--- config.mk ---
export PLATFORM = sky130hd
export DESIGN_NAME = freq_meter
export DESIGN_NICKNAME = d
export VERILOG_FILES = /design/src/rtl/freq_pkg.sv /design/src/rtl/sync_edge.sv /design/src/rtl/freq_meter.sv
export SDC_FILE = /design/constraint.sdc
export NUM_CORES = 1
export LEC_CHECK = 0
export ABC_AREA = 1
export ABC_CLOCK_PERIOD_IN_PS = 3450
export BUFFER_PORTS_ARGS = -buffer_cell sky130_fd_sc_hd__buf_2
export CAP_MARGIN = 0
export CORE_MARGIN = 1
export CORE_UTILIZATION = 55
export CTS_BUF_LIST = sky130_fd_sc_hd__clkbuf_4 sky130_fd_sc_hd__clkbuf_8
export CTS_CLUSTER_SIZE = 10
export DETAILED_ROUTE_END_ITERATION = 10
export PLACE_DENSITY = 0.78
export RECOVER_POWER = 50
export REMOVE_ABC_BUFFERS = 1
export SLEW_MARGIN = 40
export SYNTH_ARGS = -nofsm -noshare
export SYNTH_HDL_FRONTEND = slang
export SYNTH_HIERARCHICAL = 1
export SYNTH_SLANG_ARGS = --single-unit
--- constraint.sdc ---
create_clock -name clk -period 3.45 [get_ports clk]
set_clock_uncertainty 0.05 [all_clocks]
set_input_delay 0 -clock clk [delete_from_list [all_inputs] [get_ports clk]]
set_output_delay 0 -clock clk [all_outputs]
set_load 0.01 [all_outputs]
--- src/rtl/freq_pkg.sv ---
// Shared encodings and default ratios for the CPU clock divider
// and the clock-health meter that watches it.
package freq_pkg;

    typedef enum logic {
        S_WAIT = 1'b0,
        S_MEAS = 1'b1
    } state_e;

    localparam int DEF_CNT_W      = 16;
    localparam int DEF_EXP_PERIOD = 4;
    localparam int DEF_TOL        = 0;
    localparam int DEF_LOCK_CNT   = 4;
    localparam int DEF_TIMEOUT    = 1024;

endpackage

--- src/rtl/sync_edge.sv ---
// Two-flop synchronizer plus a history flop for rising-edge detection
// of an asynchronous level sampled in the clk domain.
module sync_edge
    import freq_pkg::*;
(
    input  logic clk,
    input  logic rst_n,
    input  logic d_i,
    output logic lvl_o,
    output logic rise_o
);

    logic s1_q, s2_q, s3_q;

    always_ff @(posedge clk or negedge rst_n) begin
        if (!rst_n) begin
            s1_q <= 1'b0;
            s2_q <= 1'b0;
            s3_q <= 1'b0;
        end else begin
            s1_q <= d_i;
            s2_q <= s1_q;
            s3_q <= s2_q;
        end
    end

    assign lvl_o  = s2_q;
    assign rise_o = s2_q & ~s3_q;

endmodule

--- src/rtl/freq_meter.sv ---
// Measures period and high time of a divided clock in clk cycles,
// flags lock against the expected ratio and a missing-edge timeout.
module freq_meter
    import freq_pkg::*;
#(
    parameter int CNT_W      = DEF_CNT_W,
    parameter int EXP_PERIOD = DEF_EXP_PERIOD,
    parameter int TOL        = DEF_TOL,
    parameter int LOCK_CNT   = DEF_LOCK_CNT,
    parameter int TIMEOUT    = DEF_TIMEOUT
) (
    input  logic             clk,
    input  logic             rst_n,
    input  logic             clk_in,
    output logic [CNT_W-1:0] period,
    output logic [CNT_W-1:0] high_time,
    output logic             meas_valid,
    output logic             locked,
    output logic             timeout_err
);

    localparam int MW = $clog2(LOCK_CNT + 1);

    localparam logic [CNT_W-1:0] CNT_MAX  = '1;
    localparam logic [CNT_W-1:0] ONE      = CNT_W'(1);
    localparam logic [CNT_W-1:0] EXP_V    = CNT_W'(EXP_PERIOD);
    localparam logic [CNT_W-1:0] TOL_V    = CNT_W'(TOL);
    localparam logic [CNT_W-1:0] TMO_LAST = CNT_W'(TIMEOUT - 1);
    localparam logic [MW-1:0]    LOCK_V   = MW'(LOCK_CNT);

    logic lvl, rise;

    sync_edge u_sync (
        .clk    (clk),
        .rst_n  (rst_n),
        .d_i    (clk_in),
        .lvl_o  (lvl),
        .rise_o (rise)
    );

    state_e           state_q, state_d;
    logic [CNT_W-1:0] cnt_q, cnt_d;
    logic [CNT_W-1:0] hcnt_q, hcnt_d;
    logic [CNT_W-1:0] period_q, period_d;
    logic [CNT_W-1:0] high_q, high_d;
    logic [MW-1:0]    match_q, match_d;
    logic             meas_q, meas_d;
    logic             locked_q, locked_d;
    logic             tmo_q, tmo_d;

    logic [CNT_W-1:0] period_new, diff;
    logic [CNT_W-1:0] cnt_inc, hcnt_inc;
    logic             match;

    assign period_new = cnt_q + ONE;
    // Unsigned max-min so an under-speed period never wraps into a match.
    assign diff = (period_new >= EXP_V) ? period_new - EXP_V
                                        : EXP_V - period_new;
    assign match = (diff <= TOL_V);

    assign cnt_inc  = (cnt_q == CNT_MAX) ? cnt_q : cnt_q + ONE;
    assign hcnt_inc = (lvl && hcnt_q != CNT_MAX) ? hcnt_q + ONE
                                                 : hcnt_q;

    always_comb begin
        state_d  = state_q;
        cnt_d    = cnt_q;
        hcnt_d   = hcnt_q;
        period_d = period_q;
        high_d   = high_q;
        match_d  = match_q;
        meas_d   = 1'b0;
        locked_d = locked_q;
        tmo_d    = tmo_q;
        case (state_q)
            S_WAIT: begin
                if (rise) begin
                    state_d = S_MEAS;
                    cnt_d   = '0;
                    hcnt_d  = ONE;
                    tmo_d   = 1'b0;
                end
            end
            S_MEAS: begin
                if (rise) begin
                    period_d = period_new;
                    high_d   = hcnt_q;
                    meas_d   = 1'b1;
                    cnt_d    = '0;
                    hcnt_d   = ONE;
                    if (!match) begin
                        match_d = '0;
                    end else if (match_q != LOCK_V) begin
                        match_d = match_q + MW'(1);
                    end
                    locked_d = (match_d == LOCK_V);
                end else if (cnt_q == TMO_LAST) begin
                    state_d  = S_WAIT;
                    tmo_d    = 1'b1;
                    locked_d = 1'b0;
                    match_d  = '0;
                end else begin
                    cnt_d  = cnt_inc;
                    hcnt_d = hcnt_inc;
                end
            end
            default: state_d = S_WAIT;
        endcase
    end

    always_ff @(posedge clk or negedge rst_n) begin
        if (!rst_n) begin
            state_q  <= S_WAIT;
            cnt_q    <= '0;
            hcnt_q   <= '0;
            period_q <= '0;
            high_q   <= '0;
            match_q  <= '0;
            meas_q   <= 1'b0;
            locked_q <= 1'b0;
            tmo_q    <= 1'b0;
        end else begin
            state_q  <= state_d;
            cnt_q    <= cnt_d;
            hcnt_q   <= hcnt_d;
            period_q <= period_d;
            high_q   <= high_d;
            match_q  <= match_d;
            meas_q   <= meas_d;
            locked_q <= locked_d;
            tmo_q    <= tmo_d;
        end
    end

    assign period      = period_q;
    assign high_time   = high_q;
    assign meas_valid  = meas_q;
    assign locked      = locked_q;
    assign timeout_err = tmo_q;

endmodule

==> impl_metrics.csv <==
group,metric,value,unit
global_routing,antenna_found_initial,0,
drt,drc_errors,0,
worst_hold_path,hold_path.class,"primary input to flop",
setup_path,crit_top_cell,"nand2_1",
sta,tightest_slew,1.79,ns
setup_path,arrival,3.41,ns
power_and_ir_drop,power.total,2.82,mW
setup_path,critical_path_class,"flop to flop",
die,ioPinCount,38,
sta,setup_tns,0,ns
sta,slew_headroom,-0.190,
drt,drt-pass1-iter-count,5,
synthesis,synthDistinctLibCells,33,
global_routing,use_met3,0.0572,
power_and_ir_drop,p_leak,2.45,nW
setup_path,cp_max_fo,7,
job,maxCapViolCount,1,
power_and_ir_drop,powerDensity,604,mW/mm2
global_routing,gr-max-usage-layer,"met2",
setup_path,r2r-start,"cnt_q[0]",
cts,clock_path_buffers,2,
die,die_h,89.3,um
synthesis,synth_area,0.00419,mm2
sta,setup_viol,0,
synthesis,yosys_warnings,6,
place,dpl.hpwl,7280,um
run_status,violations,"capacitance limit, slew limit",
cts,cts-root-buf,"clkbuf_8",
synthesis,ys_ff_latch,74,
setup_path,reg2reg_slack,0.27,ns
sta,whs,0.237,ns
setup_path,critPathSlowestCell,"xnor2_1",
global_routing,met1_usage,0.383,
drt,via_per_inst,5.34,
cts,clock_latency,0.37,ns
cts,cts_buffers,9,
global_routing,grt_max_degree,75,
power_and_ir_drop,vdd_drop_max,430,uV
setup_path,path_cells,"ha_1 > xnor2_1 > ha_1 > nand3_2 > inv_2 > nand2_1 > nor2_2 > nand2_1 > nand2_1 > nand3_1 > nand2_1 > nand2_1 > nor2_1 > nand2_1 > nor2_2 > nand2_1 > o21ai_1",
setup_path,reg2reg_depth,17,
synthesis,yosysTopAreaCell,"dfrtp_1",
drt,routed_wl,9870,um
sta,fmax,314,MHz
drt,detail-route-antenna-nets,0,
global_routing,grt_overflow_total,0,
drt,drt_iter0_markers,285,
cts,htree_levels,3,
sta,final_hold_viol_count,0,
setup_path,start_kind,"flop",
sta,min_period,3.18,ns
die,die-area,0.00798,mm2
cts,ctsResizeCount,0,
cts,post-cts-setup-buffer-count,0,
global_routing,grt_pass1_vias,3562,
worst_hold_path,hold_start,"clk_in",
cells_and_area,layout-drive-gt1-share,0.120,
cts,holdBufCountCts,2,
place,portBuffers,37,
cts,clk_pin_slew,0.07,ns
die,fp.dieW,89.3,um
setup_path,critPathTopFamily,"simple AND/OR/NAND/NOR gates",
setup_path,crit_path_max_incr_delay,0.48,ns
synthesis,ys_seq_area_frac,0.442,
global_routing,use_met2,0.420,
synthesis,ys_async_sr_fraction,1.00,
die,initial_core_util,0.572,
die,core-area,0.00733,mm2
synthesis,synth_area_per_cell,7.38,um2
cells_and_area,nNetsFinal,623,
sta,fin_crit_sh,0.922,
synthesis,synth_area_leaders,"dfrtp_1 44%, nand2_1 16%, inv_1 6.1%, o21ai_0 5.1%, nor2_1 3.9%",
cts,cts_tree,"done",
sta,drv_slew,75,
place,gp_congestion,0.950,
setup_path,reg2reg_to,"match_q[0]",
cells_and_area,syn_to_final_growth,11.5,%
run_status,status,"finished with violations",
global_routing,grtUsageTotal,0.276,
die,rows,31,
setup_path,cp.buffers_inverters,1,
synthesis,syn_inst,568,
cells_and_area,n_antenna_cell,0,
worst_hold_path,hold_end,"u_sync/s1_q",
worst_hold_path,min_path_cells,2,
synthesis,yosysTopAreaCellShare,0.442,
drt,dr_total_vias,3820,
synthesis,synthFlopType,"dfrtp_1",
setup_path,cp_data_required_time,3.68,ns
global_routing,grt_pass1_wl,16500,um
setup_path,endpoint_kind,"flop",
drt,avgRoutedWirePerCell,13.8,um
cts,numClockSinks,74,
sta,rsz0062_at_grt,"false",
synthesis,synth_edf_count,0,
==> power breakdown <==
part           switching (mW)  total, mW  internal [mW]
Clock                   0.330      0.626          0.295
Combinational           0.784       1.21          0.429
Sequential             0.0542      0.984          0.930
Total                    1.17       2.82           1.65
==> worst max path at each step <==
stage | from | end | slack, ns | depth (start not counted)
floorplan | cnt_q[0] | match_q[0] | 0.91 | 15
detailed placement | cnt_q[0] | match_q[0] | 0.33 | 17
global route | cnt_q[0] | match_q[0] | 0.005 | 17
finish | cnt_q[0] | match_q[0] | 0.27 | 17
global placement | cnt_q[0] | match_q[0] | 0.42 | 17
CTS | cnt_q[0] | match_q[0] | 0.31 | 17
==> metal layers <==
layer	vias to the layer above	part of all wire
met5	-	0
met4	0	0.020
met3	17	0.054
met2	127	0.44
met1	1770	0.49
li1	1906	-
==> Yosys cell counts (all sizes together), types with 5 or more instances <==
library cell / number
nand2: 189
dfrtp: 74
inv: 73
nor2: 56
o21ai: 46
nand3: 34
nand4: 17
o22ai: 11
nor3: 10
a21oi: 9
clkbuf: 9
ha: 9
xor2: 9
a211oi: 5
==> logic make-up after synthesis <==
group / synth area share
xor gates and xnor gates: 0.0289
buffers and inverters: 0.0776
adders and majority gates: 0.0269
AOI/OAI and AO/OA: 0.0985
DFF: 0.442
and+or+nand+nor: 0.327
==> cell type report <==
class,instances,area [um2]
well taps,99,124
repair buffers,43,218
inverters,75,282
fillers,665,2660
flip-flops and latches,74,1850
clock buffers,12,153
clock inverters,4,27.5
multi-input cells,408,2020
==> through the flow <==
stage / std cells / setup WS [ns] / cell area, um2 / utilization
after floorplan: 557 / 0.908 / 4150 / -
after global placement: 697 / 0.417 / 4490 / 0.613
after detailed placement: 697 / 0.331 / 4500 / 0.614
after CTS: 715 / 0.308 / 4700 / 0.641
after global routing: 715 / 0.00460 / 4670 / 0.638
final: 715 / 0.270 / 4670 / 0.638
==> state kept, by name, summed over array words and instances, names as in the netlist <==
name,flops
high_time,16
u_sync/s3_q,1
period,16
locked,1
state_q,1
u_sync/lvl_o,1
meas_valid,1
u_sync/s1_q,1
match_q,3
timeout_err,1
hcnt_q,16
cnt_q,16
==> layout by cell type (no fill, tap or decap), types with 2 or more instances in the layout <==
master | netlist | layout
inv_2 | 5 | 5
o21ai_1 | 3 | 3
xor2_1 | 8 | 8
or2_2 | 2 | 2
nor2_4 | 5 | 5
dfrtp_1 | 74 | 74
nor3_1 | 10 | 10
buf_4 | 0 | 4
clkinv_1 | 2 | 2
nand3_1 | 32 | 32
nand2_2 | 6 | 7
a21oi_1 | 9 | 9
xnor2_1 | 4 | 4
nor2_2 | 7 | 7
clkbuf_1 | 9 | 14
buf_2 | 2 | 22
inv_1 | 68 | 68
nand4_1 | 16 | 16
dlygate4sd3_1 | 0 | 2
nand2_1 | 183 | 182
clkbuf_8 | 0 | 10
nor2_1 | 44 | 44
o21ai_0 | 43 | 43
a211oi_1 | 5 | 5
o22ai_1 | 11 | 11
ha_1 | 9 | 9
nand3_2 | 2 | 2
clkbuf_4 | 0 | 2
clkinvlp_4 | 0 | 3
No activity file was read; power rests on OpenSTA's default activity.
